`src/rtl/led_pattern_sequencer.sv`:
```
// Green-LED pattern sequencer for the DE2 board: debounces the mode/speed keys,
// divides CLOCK_50 into pattern ticks and steps OFF/BLINK/CHASE/BOUNCE on LEDG.
module led_pattern_sequencer #(
  parameter int DEBOUNCE_CYCLES = 1_000_000,
  parameter int BASE_TICKS      = 6_250_000
) (
  input  logic       CLOCK_50,
  input  logic [3:0] KEY,
  output logic [7:0] LEDG,
  output logic [4:0] LEDR
);

  localparam int DW = (DEBOUNCE_CYCLES > 1) ? $clog2(DEBOUNCE_CYCLES) : 1;
  localparam int CW = $clog2(8 * BASE_TICKS);
  localparam logic [DW-1:0] DB_LAST = DW'(DEBOUNCE_CYCLES - 1);

  typedef enum logic [1:0] {
    MODE_OFF    = 2'd0,
    MODE_BLINK  = 2'd1,
    MODE_CHASE  = 2'd2,
    MODE_BOUNCE = 2'd3
  } mode_e;

  logic w_rst_n;
  assign w_rst_n = KEY[0];

  // ---------------------------------------------------------------------------
  // Key front end: bit k of these vectors serves KEY[k+1]
  // ---------------------------------------------------------------------------
  logic [2:0]    r_sync1;
  logic [2:0]    r_sync2;
  logic [2:0]    r_db;
  logic [2:0]    r_db_d;
  logic [2:0]    r_press;
  logic [DW-1:0] r_db_cnt [3];

  // NOTE: sequential state uses non-blocking (<=) so every register samples
  // pre-edge values regardless of statement order.
  always_ff @(posedge CLOCK_50 or negedge w_rst_n) begin
    if (!w_rst_n) begin
      r_sync1 <= 3'b111;
      r_sync2 <= 3'b111;
    end else begin
      r_sync1 <= KEY[3:1];
      r_sync2 <= r_sync1;
    end
  end

  // Press pulse comes from a delayed copy of the debounced level, so it lands
  // one edge after the debounced level falls.
  always_ff @(posedge CLOCK_50 or negedge w_rst_n) begin
    if (!w_rst_n) begin
      r_db    <= 3'b111;
      r_db_d  <= 3'b111;
      r_press <= 3'b000;
      // NOTE: the counter array is tiny and must restart from zero on reset,
      // so each element is cleared explicitly rather than left to power-up.
      for (int k = 0; k < 3; k++) begin
        r_db_cnt[k] <= '0;
      end
    end else begin
      r_db_d  <= r_db;
      r_press <= r_db_d & ~r_db;
      for (int k = 0; k < 3; k++) begin
        if (r_sync2[k] == r_db[k]) begin
          r_db_cnt[k] <= '0;
        end else if (r_db_cnt[k] == DB_LAST) begin
          r_db[k]     <= r_sync2[k];
          r_db_cnt[k] <= '0;
        end else begin
          r_db_cnt[k] <= r_db_cnt[k] + DW'(1);
        end
      end
    end
  end

  logic w_mode_ev;
  logic w_up_ev;
  logic w_dn_ev;
  assign w_mode_ev = r_press[0];
  assign w_up_ev   = r_press[1];
  assign w_dn_ev   = r_press[2];

  // ---------------------------------------------------------------------------
  // Mode state machine and speed register
  // ---------------------------------------------------------------------------
  mode_e      r_mode;
  mode_e      w_mode_next;
  logic [2:0] r_speed;
  logic [2:0] w_speed_next;
  logic       w_speed_chg;

  always_ff @(posedge CLOCK_50 or negedge w_rst_n) begin
    if (!w_rst_n) begin
      r_mode  <= MODE_OFF;
      r_speed <= 3'd0;
    end else begin
      r_mode  <= w_mode_next;
      r_speed <= w_speed_next;
    end
  end

  // NOTE: every always_comb output gets a default first so no path leaves it
  // unassigned, which would otherwise infer a latch.
  always_comb begin
    w_mode_next = r_mode;
    if (w_mode_ev) begin
      case (r_mode)
        MODE_OFF:    w_mode_next = MODE_BLINK;
        MODE_BLINK:  w_mode_next = MODE_CHASE;
        MODE_CHASE:  w_mode_next = MODE_BOUNCE;
        MODE_BOUNCE: w_mode_next = MODE_OFF;
        default:     w_mode_next = MODE_OFF;
      endcase
    end
  end

  // Opposing events in one cycle cancel; saturated requests are not changes.
  always_comb begin
    w_speed_next = r_speed;
    w_speed_chg  = 1'b0;
    if (w_up_ev && !w_dn_ev && (r_speed != 3'd7)) begin
      w_speed_next = r_speed + 3'd1;
      w_speed_chg  = 1'b1;
    end else if (w_dn_ev && !w_up_ev && (r_speed != 3'd0)) begin
      w_speed_next = r_speed - 3'd1;
      w_speed_chg  = 1'b1;
    end
  end

  // ---------------------------------------------------------------------------
  // Tick generator: period = BASE_TICKS * (8 - speed)
  // ---------------------------------------------------------------------------
  logic [CW-1:0] r_tick_cnt;
  logic [CW-1:0] w_period_m1;
  logic          w_tick;
  logic          w_cnt_clear;

  assign w_period_m1 = CW'(BASE_TICKS * (8 - int'(r_speed)) - 1);
  assign w_tick      = (r_tick_cnt == w_period_m1);
  assign w_cnt_clear = w_mode_ev || w_speed_chg || w_tick;

  always_ff @(posedge CLOCK_50 or negedge w_rst_n) begin
    if (!w_rst_n) begin
      r_tick_cnt <= '0;
    end else if (w_cnt_clear) begin
      r_tick_cnt <= '0;
    end else begin
      r_tick_cnt <= r_tick_cnt + CW'(1);
    end
  end

  // ---------------------------------------------------------------------------
  // Pattern state: mode entry overrides any tick landing on the same edge
  // ---------------------------------------------------------------------------
  logic [7:0] r_pattern;
  logic [7:0] w_pattern_next;
  logic       r_dir_right;
  logic       w_dir_right_next;

  always_ff @(posedge CLOCK_50 or negedge w_rst_n) begin
    if (!w_rst_n) begin
      r_pattern   <= 8'h00;
      r_dir_right <= 1'b0;
    end else begin
      r_pattern   <= w_pattern_next;
      r_dir_right <= w_dir_right_next;
    end
  end

  always_comb begin
    w_pattern_next   = r_pattern;
    w_dir_right_next = r_dir_right;
    if (w_mode_ev) begin
      w_dir_right_next = 1'b0;
      case (w_mode_next)
        MODE_OFF:    w_pattern_next = 8'h00;
        MODE_BLINK:  w_pattern_next = 8'hFF;
        MODE_CHASE:  w_pattern_next = 8'h01;
        MODE_BOUNCE: w_pattern_next = 8'h01;
        default:     w_pattern_next = 8'h00;
      endcase
    end else if (w_tick) begin
      case (r_mode)
        MODE_BLINK: w_pattern_next = ~r_pattern;
        MODE_CHASE: w_pattern_next = {r_pattern[6:0], r_pattern[7]};
        MODE_BOUNCE: begin
          if (!r_dir_right) begin
            w_pattern_next = {r_pattern[6:0], 1'b0};
            if (w_pattern_next == 8'h80) w_dir_right_next = 1'b1;
          end else begin
            w_pattern_next = {1'b0, r_pattern[7:1]};
            if (w_pattern_next == 8'h01) w_dir_right_next = 1'b0;
          end
        end
        default: w_pattern_next = r_pattern;
      endcase
    end
  end

  assign LEDG = r_pattern;
  assign LEDR = {r_speed, r_mode};

endmodule

```
`config.mk`:
```
export PLATFORM = sky130hd
export DESIGN_NAME = led_pattern_sequencer
export DESIGN_NICKNAME = d
export VERILOG_FILES = /design/src/rtl/led_pattern_sequencer.sv
export SDC_FILE = /design/constraint.sdc
export NUM_CORES = 1
export LEC_CHECK = 0
export CAP_MARGIN = 20
export CORE_AREA = 2 2 93 139
export DETAILED_ROUTE_END_ITERATION = 7
export DIE_AREA = 0 0 95 141
export GPL_TIMING_DRIVEN = 1
export PLACE_DENSITY_LB_ADDON = 0.08
export SYNTH_ARGS = -nofsm -noshare
export SYNTH_HDL_FRONTEND = slang
export SYNTH_SLANG_ARGS = --single-unit
```
`constraint.sdc`:
```
create_clock -name CLOCK_50 -period 9.15 [get_ports CLOCK_50]
set_input_delay 2.745 -clock CLOCK_50 [delete_from_list [all_inputs] [get_ports CLOCK_50]]
set_output_delay 2.745 -clock CLOCK_50 [all_outputs]
set_load 0.03 [all_outputs]
```
* Yosys cells after proc, flatten, opt, wreduce, memory -nomap -nowiden
Cells that the tools add are included.
** Storage, ports and cells
- Output and inout port bits :: 13
- Logic and storage cells :: 91
- Bits of input ports :: 5
- Register bits after elaboration :: 115
** Cells by class
- Multiplexer cells :: 24
- Add/subtract/negate cells :: 8
- Reduce and logical (&&, ||, !) cells :: 21
- Eq/ne operators :: 16
- Bitwise logic cells :: 6
- Multiply operators :: 1
** Operators with widths (count)
- two-way mux 20 bit :: 6
- adder 20 x 1 -> 20 bit (second input constant) :: 3
- == test 20 bit (second input constant) :: 3
- case mux 8 bit (3 select lines) :: 2
- adder 26 x 1 -> 26 bit (second input constant) :: 1
- == test 26 bit :: 1
- two-way mux 26 bit :: 1
- subtractor 26 x 2 -> 26 bit (second input constant) :: 1
- two-way mux 8 bit :: 3
- multiplier 20 x 5 -> 22 bit (first input constant) :: 1
- AND reduction 2 bit :: 5
- == test 2 bit (second input constant) :: 4
- two-way mux 1 bit :: 8
- inverter 8 bit :: 1
- case mux 2 bit (4 select lines) :: 1
- == test 7 x 1 -> 1 bit (second input constant) :: 1
- == test 7 bit (second input constant) :: 1
- two-way mux 3 bit :: 2
- nonzero test 2 bit :: 3
- subtractor 4 x 3 -> 5 bit (first input constant) :: 1
- == test 2 x 1 -> 1 bit (second input constant) :: 2
- logical AND 1 bit :: 4
- logical NOT 2 bit :: 2
- nonzero test 4 bit :: 1
- 12 further kinds :: 18

* Longest topological paths before layout
Gate-level depths: netlist (run 1).
- Depth in word-level cells :: 8
- Depth in mapped cells :: 23
- Gate-level depth less buffers :: 20

* Worst setup path after synthesis (run 1)
OpenSTA, ideal clock, no wires.
- Path kind :: register -> register
- Start point :: register r_speed[0]
- End point :: register r_dir_right
- Data arrival time :: 5.436 ns
- Stages on the path, launching flop included :: 21
- Data required time :: 9.025 ns
- Library setup time :: 0.125 ns
- Clock period less this slack :: 5.561 ns
- Buffers on the path :: 1
- Path slack :: 3.589 ns
- Cell sequence :: dfrtp_1 buf_4 inv_1 ha_1 ha_1 inv_1 ha_1 ha_1 inv_1 fa_1 inv_1 ha_1 a211oi_1 o21ai_2 xor2_1 nor4_2 xnor2_1 and4bb_2 nand4b_2 nor3b_2 mux2_4
** Between the ends
- Longest elaborated chain between the ends :: 6
** Ends and longest elaborated chain
- start, declared :: line 89 : logic [2:0] r_speed;
- start signal, assigned :: line 99 : r_speed <= w_speed_next;
- subtractor 4 x 3 -> 5 bit :: line 139 : assign w_period_m1 = CW'(BASE_TICKS * (8 - int'(r_speed)) - 1);
- multiplier 20 x 5 -> 22 bit :: line 139
- subtractor 26 x 2 -> 26 bit :: line 139
- via w_period_m1[4] :: line 135 : logic [CW-1:0] w_period_m1;
- == test 26 bit :: line 140 : assign w_tick = (r_tick_cnt == w_period_m1);
- nonzero test 2 bit (no line)
- AND reduction 2 bit (no line)
- end signal, assigned :: line 167 : r_dir_right <= w_dir_right_next;
- end, declared :: line 158 : logic r_dir_right;
The timed path passes the listed nets, and every way through them passes these cells.
A chain may end at the register's enable or synchronous reset.

* Worst setup path after layout (run 1)
- Start point :: register r_speed[0]
- End point :: register r_tick_cnt[20]
** Between the ends
- Elaborated cells between the ends (all ways) :: 13
- Classes of those cells :: add/sub: 2; mul: 1; eq/ne: 2; mux: 3; reduce/logical: 5
** RTL lines
- subtractor 4 x 3 -> 5 bit :: line 139
- multiplier 20 x 5 -> 22 bit :: line 139
- subtractor 26 x 2 -> 26 bit :: line 139
- via w_period_m1[4] :: line 135
- == test 26 bit :: line 140
- logical OR 1 bit :: line 141 : assign w_cnt_clear = w_mode_ev || w_speed_chg || w_tick;
- two-way mux 26 bit :: line 146 : end else if (w_cnt_clear) begin
- end signal, assigned :: line 149 : r_tick_cnt <= r_tick_cnt + CW'(1);
- end, declared :: line 134 : logic [CW-1:0] r_tick_cnt;
The timed path passes the listed nets, and every way through them passes these cells.

==> summary.md, run 1 <==
| Metric | Value |
|---|---|
| Outcome | `finished, final reports clean` |
| Fillers | `1022` |
| Vias per inst | `5.91` |
| I/O pin count | `18` |
| Area of the multi-input gates | `4040 µm²` |
| Antenna violations before repair | `0` |
| Post-Syn Area | `7180 µm²` |
| Clock slew at reported path FFs | `0.05 ns` |
| Root buf cell | `clkbuf_16` |
| Slew headroom | `30.9%` |
| Reg2Reg Setup Slack | `2.37 ns` |
| Number of global-route vias before repair | `5652` |
| Die width | `95 µm` |
| Hold_buf cts | `0` |
| Total core area | `12300 µm²` |
| Crit path DAT | `7.02 ns` |
| Die Ht | `141 µm` |
| CTS tree | `built` |
| Setup-failing EPs final | `0` |
| # nets final | `816` |
| FF-to-FF Start | `r_speed[0]` |
| Maximum vdd ir drop | `0.130 mV` |
| RSZ-0062 raised after global routing | `no` |
| TritonCTS Buffers | `17` |
| Starting Density | `58.3%` |
| Pwr per Cell Area | `155 nW/µm²` |
| Yosys cell types | `63` |
| Hold EP | `r_sync2[1]` |
| Part of the power in registers | `41.6%` |
| Post-synth EDFFs | `0` |
| Hold Path Stages | `0` |
| Initial DRT Pass Iterations | `5` |
| Fin area | `8060 µm²` |
| Met3 GRT Util | `4.54%` |
| Storage element area | `2890 µm²` |
| Reg-to-Reg End | `r_tick_cnt[20]` |
| Post-DP HPWL | `10400 µm` |
| Vias | `5544` |
| Met1 global-route usage | `29.1%` |
| Max Slew Vio Count | `0` |
| Final GP Congestion | `0.893` |
| GRT Total Usage | `24.6%` |
| Worst Setup Start Kind | `register` |
| Share of layout cells above drive strength 1 | `9.46%` |
| First-pass GRT wire length | `26200 µm` |
| Cells after Synth | `758` |
| Worst Skew | `0.00863 ns` |
| Routed len/inst | `16.0 µm` |
| FMAX | `0.147 GHz` |
| Die footprint | `13400 µm²` |
| Largest net degree at the start of global routing | `69` |
| First DRT Iteration DRCs | `251` |
| Crit path kind | `register to register` |
| Row cnt | `50` |
| Antenna diodes | `0` |
| Area after DPL | `7420 µm²` |
| Clock sinks | `115` |
| Synth Area per Inst | `9.47 µm²` |
| Util after Layout | `65.4%` |
| Mapped Nets | `805` |
| Worst Min Path Start | `r_sync1[1]` |
| Sw Ratio | `20.5%` |
| CTS max path bufs | `2` |
| Area growth syn-to-layout | `12.2%` |
| Top FF cell, synth | `dfrtp_1` |
| Final WL | `15000 µm` |
| Int Power | `990 µW` |
| Setup_tns | `0 ns` |
| PostCTS Resize Cnt | `0` |
| Clk Latency, worst-skew pair | `0.41 ns` |
| Clk pwr share | `56.6%` |
| Reg2Reg Depth | `18` |
| Max-cap viol count | `0` |
| Post-CTS Setup Bufs | `0` |
| Critical Path RT | `9.39 ns` |
| Syn. warnings | `0` |
| Seq cells post-synth | `115` |
| Switching pwr | `255 µW` |
| H-tree depth | `4` |
| Port Buf Inserts | `17` |
| Peak fanout along the critical path | `26` |
| GRT Max-Usage Layer | `met2` |
| Crit share post-route | `74.1%` |
| # DRC | `0` |
| Hold Fails Final Rpt | `0` |
| Async set-reset flop share out of synthesis | `100%` |
| Min Tclk post-route | `6.78 ns` |
| Grt ovf | `0` |
| Final ANT Viol Nets | `0` |
| Min-delay worst type | `register to register` |
| Leakage | `0.00346 µW` |
| Least-Margin Pin Slew | `1.04 ns` |
| CP endpoint kind | `register` |
| Logic pwr share | `1.8%` |
| Seq/Total Area, Yosys | `40.3%` |
| M2 GR Usage | `43.1%` |
[state kept, by name, summed over array words and instances, names as in the netlist]
| name | cells |
|---|---|
| r_db_cnt | 60 |
| r_mode | 2 |
| r_sync1 | 3 |
| r_sync2 | 3 |
| r_press | 3 |
| r_tick_cnt | 26 |
| r_speed | 3 |
| r_db | 3 |
| r_dir_right | 1 |
| r_db_d | 3 |
| LEDG | 8 |
[metal layers]
metal | routed length (µm) | share of wire (%) | vias to the layer above
met5 | 0 | 0 | -
li1 | - | - | 2660
met2 | 7990 | 53 | 97
met3 | 362 | 2.4 | 31
met4 | 370 | 2.5 | 0
met1 | 6270 | 42 | 2756
[per-stage QoR]
stage | hold WS, ns | setup WS, ns | total power, µW | cells
after floorplan | 0.345 | 3.59 | 536 | 758
after global placement | 0.347 | 2.71 | 549 | 906
after detailed placement | 0.350 | 2.42 | 551 | 906
after CTS | 0.357 | 2.37 | 1260 | 938
after global routing | 0.361 | 1.95 | 1290 | 938
final | 0.356 | 2.37 | 1250 | 938
[cells by family (layout without fill, tap and decap cells)]
| kind of cell | Yosys count | count (layout) | share of synthesized area, % |
|---|---|---|---|
| AND/OR/NAND/NOR | 322 | 322 | 23.8 |
| adder cells (fa/ha/maj) | 42 | 42 | 8.05 |
| XOR/XNOR | 110 | 110 | 13.4 |
| multiplexers | 11 | 11 | 1.78 |
| AO/OA/AOI/OAI | 101 | 101 | 9.22 |
| flip-flops | 115 | 115 | 40.3 |
| buffers and inverters | 57 | 81 | 3.47 |
[worst max-delay path: stages (launching register included)]
cell      delay (ns)
dfrtp_1         0.85
inv_1           0.32
ha_1            0.34
ha_1            0.50
inv_1           0.09
ha_1            0.32
and3_1          0.18
or2_2           0.30
fa_1            0.37
ha_1            0.50
o211ai_1        0.17
o21ai_2         0.32
xor2_1          0.19
nor4_2          0.45
a41oi_1         0.25
or3_1           0.35
a21boi_1        0.20
o21a_1          0.76
nor3_1          0.13
[synthesized netlist by cell type, drive strengths merged (4+ instances only)]
cell type	instances	area, µm²
a221o	6	60.1
a21o	5	37.5
dfrtp	103	2580
inv	30	113
a21oi	27	139
o211ai	10	75.1
mux2	11	128
o21ai	30	158
xnor2	60	526
fa	7	140
nor3	34	181
nor4	6	50.0
or2	5	31.3
or3	10	62.6
ha	35	438
nand3b	5	37.5
nand3	36	180
a211oi	6	57.6
nand4	12	75.1
nor3b	4	35.0
xor2	50	438
and2	7	43.8
nor4b	5	50.0
dfstp	12	315
nor2	87	327
nor2b	18	113
and3	26	163
buf	10	72.6
clkbuf	17	63.8
and4	7	61.3
nand2	47	176
[layout by cell type, fill, tap and decap left out, types with 12 or more instances in the layout]
master / netlist / final
dfrtp_1: 103 / 103
nor2_1: 87 / 87
xnor2_1: 60 / 60
xor2_1: 50 / 50
nand2_1: 47 / 47
nand3_1: 36 / 36
ha_1: 35 / 35
nor3_1: 33 / 33
inv_1: 30 / 30
o21ai_0: 27 / 27
and3_1: 26 / 26
a21oi_1: 26 / 26
nor2b_1: 18 / 18
clkbuf_16: 0 / 17
clkdlybuf4s50_1: 0 / 16
nand4_1: 12 / 12
dfstp_2: 12 / 12
[worst max path at each step]
stage | endpoint | startpoint | cells after the start | slack, ns
3_5_place_dp | r_tick_cnt[1] | r_speed[0] | 18 | 2.42
6_report | r_tick_cnt[20] | r_speed[0] | 18 | 2.37
4_1_cts | r_tick_cnt[20] | r_speed[0] | 18 | 2.37
5_1_grt | r_tick_cnt[20] | r_speed[0] | 18 | 1.95
2_1_floorplan | r_dir_right | r_speed[0] | 20 | 3.59
3_3_place_gp | r_tick_cnt[1] | r_speed[0] | 18 | 2.71
[layout make-up]
cell class,count,area share [%]
multi-input cells,586,50.1
flip-flops and latches,115,35.9
clock buffers,20,5.67
well taps,156,2.42
repair buffers,19,2.27
clock inverters,12,2.24
inverters,30,1.40
[power by group through the flow]
stage	clock (µW)	combinational, µW	sequential [µW]
detailed placement	0	23.4	527
global route	744	26.3	519
global placement	0	22.3	527
floorplan	0	9.32	526
CTS	719	23.6	518
finish	705	22.1	519
(Power assumes the default switching activity.)
==> inputs of run 2 (changes only) <==
--- a/config.mk
+++ b/config.mk
@@ -6,9 +6,9 @@
 export NUM_CORES = 1
 export LEC_CHECK = 0
 export CAP_MARGIN = 20
-export CORE_AREA = 2 2 93 139
+export CORE_AREA = 2 2 95 143
 export DETAILED_ROUTE_END_ITERATION = 7
-export DIE_AREA = 0 0 95 141
+export DIE_AREA = 0 0 97 145
 export GPL_TIMING_DRIVEN = 1
 export PLACE_DENSITY_LB_ADDON = 0.08
 export SYNTH_ARGS = -nofsm -noshare
==> constraint.sdc (replaced) <==
create_clock -name CLOCK_50 -period 5.9 [get_ports CLOCK_50]
set_input_delay 1.77 -clock CLOCK_50 [delete_from_list [all_inputs] [get_ports CLOCK_50]]
set_output_delay 1.77 -clock CLOCK_50 [all_outputs]
set_load 0.03 [all_outputs]
==> run 2 against run 1 <==
Effect of this change: combinational power grew 54%; non-clock buffer count increased by 3; hold slack got worse by 0.0022 ns; wire length is 2.3% lower; design area shrank 0.51%.
==> summary.md, run 2 (same netlist as run 1, synthesis figures left out) <==
| Metric | Value |
|---|---|
| Crit path launch | `r_speed[1]` |
| Slowest stage cell, crit path | `dfrtp_1` |
| Logic pwr share | `1.9%` |
| Final ANT Viol Nets | `0` |
| Share of layout cells above drive strength 1 | `9.57%` |
| Part of the power in registers | `44.1%` |
| Routed len/inst | `15.5 µm` |
| Hold EP | `r_sync2[2]` |
| Leakage | `0.00346 µW` |
| Flip-flop count of the largest register after layout | `60` |
| Critical Path Most Common Cell | `ha_1` |
| Reg2Reg Setup Slack | `0.55 ns` |
| Maximum vdd ir drop | `0.180 mV` |
| Starting Density | `56.0%` |
| Post-DP HPWL | `10400 µm` |
| Max Slew Vio Count | `0` |
| Dpl ws | `0.605 ns` |
| Min-delay worst type | `register to register` |
| First DRT Iteration DRCs | `303` |
| Die footprint | `14100 µm²` |
| Crit path DAT | `5.57 ns` |
| Crit share post-route | `90.7%` |
| # nets final | `819` |
| Clk pwr share | `54.0%` |
| M2 GR Usage | `38.2%` |
| Worst Skew | `0.0149 ns` |
| Met1 global-route usage | `27.1%` |
| Die Ht | `145 µm` |
| Vias | `5476` |
| Worst path cell trace | `inv_1 -> ha_1 -> ha_1 -> inv_1 -> ha_1 -> and3_1 -> or2_2 -> fa_1 -> ha_1 -> buf_4 -> o211ai_1 -> o21ai_2 -> xor2_1 -> nor4_2 -> a41oi_1 -> or3_1 -> a21boi_1 -> o21a_1 -> buf_4 -> nor3_1` |
| Antenna diodes | `0` |
| Switching pwr | `378 µW` |
| Peak fanout along the critical path | `26` |
| Port Buf Inserts | `17` |
| FF-to-FF Start | `r_speed[1]` |
| RSZ-0062 raised after global routing | `no` |
| Final GP Congestion | `0.941` |
| Util after Layout | `62.5%` |
| Number of global-route vias before repair | `5741` |
| Clock slew at reported path FFs | `0.05 ns` |
| Initial DRT Pass Iterations | `4` |
| Reg-to-Reg End | `r_tick_cnt[4]` |
| Commonest non-fill, non-tap cells in the layout | `dfrtp_1 (103), nor2_1 (87), xnor2_1 (60)` |
| Least-Margin Pin Slew | `1.11 ns` |
| Biggest register | `r_db_cnt` |
| Area of the multi-input gates | `4040 µm²` |
| Min Tclk post-route | `5.35 ns` |
| Total core area | `12800 µm²` |
| CTS max path bufs | `2` |
| FMAX | `0.187 GHz` |
| Antenna violations before repair | `0` |
| Root buf cell | `clkbuf_16` |
| Outcome | `finished, final reports clean` |
| Area growth syn-to-layout | `11.7%` |
| GRT Total Usage | `22.2%` |
| I/O pin count | `18` |
| Setup_tns | `0 ns` |
| Final WL | `14600 µm` |
| PostCTS Resize Cnt | `0` |
| WP buf/inv | `4` |
| Final worst slack | `0.550 ns` |
| # DRC | `0` |
| Storage element area | `2890 µm²` |
| Largest stage delay, worst path | `0.51 ns` |
| Clk Latency, worst-skew pair | `0.41 ns` |
| Fin area | `8020 µm²` |
| Critical Path RT | `6.12 ns` |
| Row cnt | `51` |
| TritonCTS Buffers | `17` |
| Area after DPL | `7450 µm²` |
| Setup-failing EPs final | `0` |
| Grt ovf | `0` |
| H-tree depth | `4` |
| Fillers | `1066` |
| Hold Path Stages | `0` |
| Die width | `97 µm` |
| Top Family by Delay on Critical Path | `adder cells` |
| Slew headroom | `25.9%` |
| Commonest non-fill, non-tap cell in the layout | `dfrtp_1` |
| Worst Setup Start Kind | `register` |
| CTS tree | `built` |
| Met3 GRT Util | `3.85%` |
| Largest net degree at the start of global routing | `78` |
| Sw Ratio | `20.8%` |
| Clock sinks | `115` |
| Max-cap viol count | `0` |
| Vias per inst | `5.81` |
| CP endpoint kind | `register` |
| Worst Min Path Start | `r_sync1[2]` |
| Hold Fails Final Rpt | `0` |
| Post-CTS Setup Bufs | `0` |
| GRT Max-Usage Layer | `met2` |
| Reg2Reg Depth | `20` |
| First-pass GRT wire length | `26100 µm` |
| Int Power | `1440 µW` |
| Pwr per Cell Area | `227 nW/µm²` |
| Crit path kind | `register to register` |
| Hold_buf cts | `0` |
-- run 2: cell types whose count changed in the layout (fill, tap and decap cells not counted) --
cell,delta
clkinv_2,+4
buf_4,+3
clkinvlp_4,-3
bufinv_16,-2
clkbuf_1,+1
clkinv_4,-1
-- run 2: worst max-delay path by stage --
stage          slack, ns       endpoint  depth (start not counted)
6_report            0.55  r_tick_cnt[4]                         20
2_1_floorplan       0.34    r_dir_right                         20
3_3_place_gp        0.79  r_tick_cnt[1]                         20
4_1_cts             0.57  r_tick_cnt[4]                         20
5_1_grt             0.16  r_tick_cnt[4]                         20
3_5_place_dp        0.60  r_tick_cnt[4]                         20
-- run 2: metrics by stage --
stage / hold WS [ns] / std cells / power (µW)
after floorplan: 0.345 / 758 / 831
after global placement: 0.346 / 912 / 852
final: 0.354 / 943 / 1820
after detailed placement: 0.347 / 912 / 853
after global routing: 0.363 / 943 / 1890
after CTS: 0.354 / 943 / 1850
-- run 2: per-layer routing --
| metal | part of all wire (%) | wire length [µm] |
|---|---|---|
| met5 | 0 | 0 |
| met4 | 2.7 | 394 |
| met3 | 2.5 | 364 |
| met2 | 52 | 7610 |
| met1 | 43 | 6280 |
-- run 2: worst register-to-register path, stage by stage, from the launching register on --
cell and delay (ns):
dfrtp_1 0.51, inv_1 0.16, ha_1 0.26, ha_1 0.32, inv_1 0.05, ha_1 0.30, and3_1 0.18, or2_2 0.30
fa_1 0.37, ha_1 0.28, buf_4 0.17, o211ai_1 0.13, o21ai_2 0.31, xor2_1 0.19, nor4_2 0.42, a41oi_1 0.19
or3_1 0.33, a21boi_1 0.19, o21a_1 0.13, buf_4 0.28, nor3_1 0.11
-- run 2: power groups by stage --
stage / logic, µW / registers (µW) / clock network (µW)
floorplan: 14.5 / 816 / 0
global placement: 34.6 / 817 / 0
detailed placement: 35.9 / 818 / 0
CTS: 36.2 / 804 / 1010
global route: 41.4 / 805 / 1040
finish: 34.1 / 804 / 984
-- run 2: layout make-up --
cell class,instances,area share [%]
inverters,30,1.40
repair buffers,22,2.56
flip-flops and latches,115,36.1
clock buffers,21,5.74
multi-input cells,586,50.4
well taps,159,2.48
clock inverters,10,1.36
